[src/rtl/rot_pkg.sv]
// -----------------------------------------------------------------------------
// rot_pkg
// Shared definitions for the "dE1" rotation display. Both the rotation
// sequencer and the display mux stage import these encodings so they cannot
// disagree about what each select value means.
//
// Contents:
//   rot_sel_e          2-bit character-rotation select
//                      (ROT_DE1 / ROT_E1D / ROT_1DE; ROT_ILLEGAL is never driven)
//   TICK_DIV_DEFAULT   clock cycles per automatic advance (1 s at 50 MHz)
//   DB_CYCLES_DEFAULT  debounce stability window (20 ms at 50 MHz)
//   rot_next()         next rotation position for a given direction
// -----------------------------------------------------------------------------
package rot_pkg;

   typedef enum logic [1:0] {
      ROT_DE1     = 2'b00,
      ROT_E1D     = 2'b01,
      ROT_1DE     = 2'b10,
      ROT_ILLEGAL = 2'b11   // only reachable through an upset; recovered to ROT_DE1
   } rot_sel_e;

   localparam int TICK_DIV_DEFAULT  = 50_000_000;
   localparam int DB_CYCLES_DEFAULT = 1_000_000;

   // dir = 0 : dE1 -> E1d -> 1dE -> dE1
   // dir = 1 : dE1 -> 1dE -> E1d -> dE1
   function automatic rot_sel_e rot_next(input rot_sel_e sel, input logic dir);
      rot_sel_e nxt;
      nxt = ROT_DE1;
      case (sel)
         ROT_DE1: nxt = dir ? ROT_1DE : ROT_E1D;
         ROT_E1D: nxt = dir ? ROT_DE1 : ROT_1DE;
         ROT_1DE: nxt = dir ? ROT_E1D : ROT_DE1;
         default: nxt = ROT_DE1;
      endcase
      return nxt;
   endfunction

endpackage

[src/rtl/key_step_sync.sv]
// -----------------------------------------------------------------------------
// key_step_sync
// Turns an asynchronous, active-low push-button into a single-cycle step
// strobe: 2-flop synchroniser, optional debouncer, falling-edge detector.
// Reusable for any KEY input.
//
// Optional feature macro: ROT_DEBOUNCE_EN
//   defined   : the edge detector watches a debounced level that only follows
//               the synchronised input after DB_CYCLES consecutive differing
//               cycles (step latency DB_CYCLES+3 edges).
//   undefined : the edge detector watches the synchronised level directly
//               (step latency 3 edges); DB_CYCLES is ignored.
//
// Ports:
//   CLOCK_50  in   system clock, rising edge
//   Resetn    in   asynchronous active-low reset
//   Step_n    in   raw active-low button (asynchronous)
//   step      out  one-cycle strobe per press (falling edge of the button)
// -----------------------------------------------------------------------------
module key_step_sync #(
   parameter int DB_CYCLES = 1_000_000
) (
   input  logic CLOCK_50,
   input  logic Resetn,
   input  logic Step_n,
   output logic step
);

   // All button-side flops reset to 1, the idle-high level of the button, so
   // a button held through reset release still yields exactly one step.
   logic sync_meta;
   logic sync_lvl;
   logic key_lvl;    // level seen by the edge detector
   logic prev_lvl;   // key_lvl delayed by one cycle

   always_ff @(posedge CLOCK_50 or negedge Resetn) begin
      if (!Resetn) begin
         sync_meta <= 1'b1;
         sync_lvl  <= 1'b1;
      end else begin
         sync_meta <= Step_n;
         sync_lvl  <= sync_meta;
      end
   end

`ifdef ROT_DEBOUNCE_EN
   localparam int DB_W = (DB_CYCLES < 2) ? 1 : $clog2(DB_CYCLES + 1);
   localparam logic [DB_W-1:0] DB_LAST = DB_W'(DB_CYCLES - 1);

   logic [DB_W-1:0] db_cnt;
   logic            db_lvl;

   // db_cnt counts consecutive cycles in which the synchronised level
   // disagrees with the debounced one; agreement (a bounce back) clears it.
   always_ff @(posedge CLOCK_50 or negedge Resetn) begin
      if (!Resetn) begin
         db_cnt <= '0;
         db_lvl <= 1'b1;
      end else if (sync_lvl != db_lvl) begin
         if (db_cnt == DB_LAST) begin
            db_lvl <= sync_lvl;
            db_cnt <= '0;
         end else begin
            db_cnt <= db_cnt + 1'b1;
         end
      end else begin
         db_cnt <= '0;
      end
   end

   assign key_lvl = db_lvl;
`else
   assign key_lvl = sync_lvl;
`endif

   always_ff @(posedge CLOCK_50 or negedge Resetn) begin
      if (!Resetn) begin
         prev_lvl <= 1'b1;
      end else begin
         prev_lvl <= key_lvl;
      end
   end

   // Press = 1 -> 0 transition; holding or releasing yields nothing further.
   assign step = prev_lvl & ~key_lvl;

endmodule

[src/rtl/rot_select_seq.sv]
// -----------------------------------------------------------------------------
// rot_select_seq
// Upstream sequencer for the three-digit "dE1" rotation display. Produces the
// 2-bit character-rotation select used by the display mux in place of
// SW[9:8]. The rotation advances on a prescaled tick while Run is high, or by
// one position per press of the Step_n button. Dir picks the rotation sense.
//
// Optional feature macro: ROT_DEBOUNCE_EN (debounces Step_n inside
// key_step_sync; without it DB_CYCLES is ignored).
//
// Ports:
//   CLOCK_50  in   system clock, 50 MHz, rising edge
//   Resetn    in   asynchronous active-low reset
//   Run       in   1 = automatic advance, 0 = paused (asynchronous switch)
//   Dir       in   0 = forward, 1 = reverse (asynchronous switch)
//   Step_n    in   active-low push-button, one position per press
//   Ch_Sel    out  registered rotation select (00 dE1, 01 E1d, 10 1dE)
//   Adv       out  one-cycle pulse, high in the cycle after Ch_Sel changed
// -----------------------------------------------------------------------------
module rot_select_seq
   import rot_pkg::*;
#(
   parameter int TICK_DIV  = TICK_DIV_DEFAULT,
   parameter int DB_CYCLES = DB_CYCLES_DEFAULT
) (
   input  logic       CLOCK_50,
   input  logic       Resetn,
   input  logic       Run,
   input  logic       Dir,
   input  logic       Step_n,
   output logic [1:0] Ch_Sel,
   output logic       Adv
);

   localparam int TW = $clog2(TICK_DIV);
   localparam logic [TW-1:0] TICK_LAST = TW'(TICK_DIV - 1);

   // ---------------------------------------------------------------------
   // Switch synchronisers
   // ---------------------------------------------------------------------
   logic run_meta, run_s;
   logic dir_meta, dir_s;

   always_ff @(posedge CLOCK_50 or negedge Resetn) begin
      if (!Resetn) begin
         run_meta <= 1'b0;
         run_s    <= 1'b0;
         dir_meta <= 1'b0;
         dir_s    <= 1'b0;
      end else begin
         run_meta <= Run;
         run_s    <= run_meta;
         dir_meta <= Dir;
         dir_s    <= dir_meta;
      end
   end

   // ---------------------------------------------------------------------
   // Button step strobe
   // ---------------------------------------------------------------------
   logic step;

   key_step_sync #(
      .DB_CYCLES (DB_CYCLES)
   ) u_key_step_sync (
      .CLOCK_50 (CLOCK_50),
      .Resetn   (Resetn),
      .Step_n   (Step_n),
      .step     (step)
   );

   // ---------------------------------------------------------------------
   // Prescaler: freezes (rather than clears) while paused, so a resume
   // finishes the interrupted period instead of starting a fresh one.
   // ---------------------------------------------------------------------
   logic [TW-1:0] presc;
   logic          tick;

   assign tick = run_s && (presc == TICK_LAST);

   always_ff @(posedge CLOCK_50 or negedge Resetn) begin
      if (!Resetn) begin
         presc <= '0;
      end else if (run_s) begin
         presc <= tick ? '0 : presc + 1'b1;
      end
   end

   // ---------------------------------------------------------------------
   // Rotation state. A coincident tick and step merge into one advance.
   // ---------------------------------------------------------------------
   logic     adv;
   rot_sel_e sel;
   logic     adv_q;

   assign adv = tick | step;

   always_ff @(posedge CLOCK_50 or negedge Resetn) begin
      if (!Resetn) begin
         sel   <= ROT_DE1;
         adv_q <= 1'b0;
      end else begin
         adv_q <= adv;
         if (sel == ROT_ILLEGAL) begin
            sel <= ROT_DE1;   // upset recovery takes priority over advancing
         end else if (adv) begin
            sel <= rot_next(sel, dir_s);
         end
      end
   end

   assign Ch_Sel = sel;
   assign Adv    = adv_q;

endmodule
[config.mk]
export PLATFORM = sky130hd
export DESIGN_NAME = rot_select_seq
export DESIGN_NICKNAME = d
export VERILOG_FILES = /design/src/rtl/rot_pkg.sv /design/src/rtl/key_step_sync.sv /design/src/rtl/rot_select_seq.sv
export SDC_FILE = /design/constraint.sdc
export NUM_CORES = 1
export LEC_CHECK = 0
export CAP_MARGIN = 20
export CORE_ASPECT_RATIO = 0.7
export CORE_MARGIN = 4
export CORE_UTILIZATION = 61
export DETAILED_ROUTE_END_ITERATION = 16
export DONT_BUFFER_PORTS = 1
export GPL_TIMING_DRIVEN = 0
export PLACE_DENSITY = 0.77
export SYNTH_ARGS = -nofsm -noshare
export SYNTH_HDL_FRONTEND = slang
export SYNTH_HIERARCHICAL = 1
export SYNTH_SLANG_ARGS = --single-unit
[constraint.sdc]
create_clock -name CLOCK_50 -period 2.3 [get_ports CLOCK_50]
set_input_delay 0.46 -clock CLOCK_50 [delete_from_list [all_inputs] [get_ports CLOCK_50]]
set_output_delay 0.46 -clock CLOCK_50 [all_outputs]
set_load 0.01 [all_outputs]
Word-level counts from Yosys, hierarchy flattened
Index checks and enable logic that the tools add are counted.
{ "op_classes": {"addsub": 1, "n_mul": 0, "div_mod_pow": 0, "order_cmp": 0, "n_eq_ne": 4, "shifts": 0, "muxes": 7, "bitwise": 3, "reduce_logical": 3} }
{ "op_table": {"columns": ["cell", "count"], "rows": [
  ["$add 26x1->26 const B", 1],
  ["$eq 26x26->1 const B", 1],
  ["$mux 26", 1],
  ["$mux 2", 4],
  ["$pmux 2 s3", 1],
  ["$eq 2x2->1 const B", 2],
  ["$eq 2x1->1 const B", 1],
  ["$logic_not 2->1", 1],
  ["$reduce_bool 2->1", 1],
  ["$and 1x1->1", 1],
  ["$logic_and 1x1->1", 1],
  ["$mux 1", 1],
  ["$not 1->1", 1],
  ["$or 1x1->1", 1]
]} }
{ "word_totals": {"reg_bits": 36, "latch_bits": 0, "ramBits": 0, "romBits": 0, "input_bits": 5, "out_inout_bits": 3, "word_cells": 28, "n_memories": 0} }

Longest topological paths before layout
{ "depth": {"ltp_word": 5, "mapped_depth": 7} }

Hierarchy
Netlist, hierarchy kept.
{ "modules_own_cells": {"columns": ["module", "n_inst", "cells_each", "area_each_um2", "seq_area_each_um2"], "rows": [
  ["rot_select_seq", 1, 151, 1537.7, 825.8],
  ["key_step_sync", 1, 4, 92.6, 78.8]
]} }

Worst setup path after synthesis
OpenSTA, ideal clock, no wires.
{ "synth_timing": {"path_kind": "reg-to-reg", "start": "reg presc[7]", "end": "reg sel[0], in the netlist Ch_Sel[0]", "setup_time_ps": 121, "arrival_ps": 1736, "t_required_ps": 2179, "path_slack_ps": 443, "path_stages_with_launch": 7, "n_path_buf": 1, "synth_period_minus_slack_ps": 1857, "cell_sequence": "dfrtp_1 or4b_1 nor4_1 and4_1 buf_6 nor3_1 a22o_1"} }
{ "synth_between": {"elab_chain_len": 4} }
{ "synth_lines": {"columns": ["item", "line", "rtl"], "rows": [
  ["from (decl)", "rot_select_seq.sv:76", "logic [TW-1:0] presc;"],
  ["from (signal assigned)", "rot_select_seq.sv:85", "presc <= tick ? '0 : presc + 1'b1;"],
  ["$eq 26x26->1", "rot_select_seq.sv:79", "assign tick = run_s && (presc == TICK_LAST);"],
  ["$logic_and 1x1->1", "rot_select_seq.sv:79", null],
  ["$or 1x1->1", "rot_select_seq.sv:96", "assign adv = tick | step;"],
  ["$reduce_bool 2->1 (no line)", null, null],
  ["to (signal assigned)", "rot_select_seq.sv:107", "sel <= rot_next(sel, dir_s);"],
  ["to (decl)", "rot_select_seq.sv:93", "rot_sel_e sel;"]
]} }
Every way passes these cells.
A chain may end at the register's enable or synchronous reset.

Worst setup path in the final report
Ends and elaborated chain as after synthesis.

==> out/results.ini <==
[critical_path]
crit_path_start=presc[7]
rr_worst_depth=6
path_class=reg2reg
timing.rr.end=Ch_Sel[0]
required_ns=2.49
cp-end-kind=flop
critPathMaxFanout=10
r2r_start=presc[7]
rrSetupSlack_ns=0.24
cp_data_arrival_time_ns=2.24
cp-start-kind=flop

[drt]
vias=1183
drt_first_pass_iters=4
post-route-drc-count=0
highest_layer=met4
ant_nets=0
viasPerCell=5.94
drt_iter0_markers=84
routed_wl_mm=3.00
wl_per_cell_um=15.1
met1Wirelength_mm=1.37
wl_met2_mm=1.36
dr_wl_met3_um=184

[place]
dp_hpwl_mm=2.00
placed_area_sq_um=1670
dp.cells=189
io_buffers=0
place_congestion=0.831

[worst_hold_path]
holdCritPathClass=in2reg
whs_endpoint=u_key_step_sync/sync_meta
min_from=Step_n
min_path_cells=0

[power_and_ir_drop]
sequentialPowerShare_pct=51.9
p_sw_uw=414
leakagePower_uw=0.000779
swShare_pct=27.3
p_per_area_nw_per_um2=836
pwr-share-comb_pct=11.9
p_clk_share_pct=36.2
vdd_drop_max_uv=540
p_int_uw=1100

[sta]
whs_ns=0.157
worst_slew_margin_rel_pct=47.2
worstMarginPinSlew_ns=0.784
fin_tns_setup_ns=0
setup_viol=0
post-route-min-period_ns=2.06
finClkSkew_ns=0.00576
period_share_pct=89.5
drv_slew=0
rsz0062_at_grt=no
hold_violations=0
fmax_mhz=486

[logic_synthesis]
synth_seq_cells=36
syn_area_sq_um=1630
synth_compound_area_share_pct=6.06
yosys.area.top_type=dfrtp_1
ys_top_cells_by_area=dfrtp_1 51%, xor2_1 5.9%, xnor2_1 5.4%, nor2_1 5.3%, dfstp_2 4.8%
synth_common_cells=33 x dfrtp_1, 23 x nor2_1, 13 x nand2_1, 11 x nand4_1, 11 x xor2_1
synthMuxAreaShare_pct=0.614
async_flop_share_pct=100
yosys.area.top_type_share_pct=50.7
synth_fp_nets=161
synth_seq_area_share_pct=55.5
yosys_most_used_dff=dfrtp_1
synth_top_family_by_area=simple AND/OR/NAND/NOR gates
avgSynthCellArea_sq_um=10.5
synth_edf_count=0
synthAdderAreaFrac_pct=0.767
synth_most_common_cell=dfrtp_1
netlist_instances=155
yosysUniqueCellTypes=33
yosys_warnings=6
synth_simple_gate_area_share_pct=23.5
synth_xor_xnor_area_share_pct=11.3

[clocking]
clk_pin_slew_ns=0.07
cts_num_sinks=36
cts_tree=done
clockBufferDepth=2
ctsRootBufferMaster=clkbuf_8
clkLatencyLatePin_ns=0.29
htreeDepth=2
cts_buffers=5

[floorplanning]
die_y_um=51.3
die_w_um=69.8
io_pins=8
core.rowCount=15
fp.coreArea_sq_um=2510
start_util_pct=64.8
die_area_sq_um=3580

[layout]
multi_input_area_sq_um=688
ff_latch_area_sq_um=905
stdcell_count=199
final_area_sq_um=1810
finish.utilization_pct=72.1
layout-drive-gt1-share_pct=10.3
syn_to_final_growth_pct=11.3
diodes=0
layout.nets=170
fillers=176

[global_routing]
grt.overflow.total=0
grt_max_degree=37
antenna_found_initial=0
grt_usage_pct=19.7
grt_pass1_vias=1171
grt_pass1_wl_mm=5.32

[status]
outcome=finished clean

[run]
maxCapViolCount=0

## per-stage QoR
step	setup WS [ns]	total power (uW)
2_1_floorplan	0.443	914
4_1_cts	0.246	1530
3_3_place_gp	0.266	940
5_1_grt	0.0935	1600
6_report	0.242	1520
3_5_place_dp	0.271	954
## flip-flops by register name, indices dropped and copies added, names as in the netlist
register,count
u_key_step_sync/sync_meta,1
u_key_step_sync/prev_lvl,1
run_s,1
u_key_step_sync/key_lvl,1
dir_meta,1
Ch_Sel,2
Adv,1
dir_s,1
presc,26
run_meta,1
## logic make-up after synthesis
group	Yosys count
adder cells (fa/ha/maj)	1
flip-flops	36
AO/OA/AOI/OAI	14
multiplexers	1
XOR/XNOR	21
AND/OR/NAND/NOR	75
buffers and inverters	7
## power groups by stage
| stage | clock, uW | combinational (uW) | sequential (uW) |
|---|---|---|---|
| 2_1_floorplan | 0 | 134 | 780 |
| 3_3_place_gp | 0 | 148 | 792 |
| 3_5_place_dp | 0 | 158 | 797 |
| 4_1_cts | 562 | 181 | 785 |
| 5_1_grt | 592 | 205 | 802 |
| 6_report | 549 | 180 | 787 |
## cell type report
| type | count | area share (%) |
|---|---|---|
| plain buffers | 4 | 1.45 |
| flip-flops and latches | 36 | 49.9 |
| clock inverters | 3 | 2.34 |
| repair buffers | 2 | 1.66 |
| multi-input cells | 112 | 37.9 |
| inverters | 3 | 0.621 |
| well taps | 34 | 2.34 |
| clock buffers | 5 | 3.79 |
## layer usage
metal	up-vias	global-route usage, %
met2	32	29.0
met1	584	25.1
met3	10	6.29
met5	-	0
li1	557	-
met4	0	12.7
## critical path: stages, from the launching register on
cell and delay [ns]:
dfrtp_1 0.44, or4b_1 0.52, nor4_1 0.23, and4_1 0.30, buf_6 0.17, nor3_1 0.06
a22o_1 0.24
## worst max-delay path by stage
stage | endpoint | slack [ns] | cells past startpoint
6_report | Ch_Sel[0] | 0.24 | 6
5_1_grt | presc[15] | 0.09 | 6
4_1_cts | Ch_Sel[0] | 0.25 | 6
3_5_place_dp | Ch_Sel[0] | 0.27 | 6
3_3_place_gp | Ch_Sel[0] | 0.27 | 6
2_1_floorplan | Ch_Sel[0] | 0.44 | 6
## cell usage in the layout (no fill, tap or decap), types with 2 or more instances in the layout
master / instances
a31oi_1: 3
nor2_1: 23
o21ai_0: 2
xor2_1: 11
nand3_1: 9
nor3_1: 4
nor4_1: 3
inv_1: 3
dfrtp_1: 33
clkbuf_1: 2
dfstp_2: 3
nand3b_1: 3
o211ai_1: 3
nand2_1: 13
clkbuf_8: 5
and3_1: 3
xnor2_1: 10
nand4_1: 11
## timing repair
item | CTS | global route
buffers inserted | 0 | 0
gates resized for setup | 0 | 0
hold buffers | 2 | 0
endpoints found under the hold margin | 36 | 0
(Power assumes the default switching activity.)
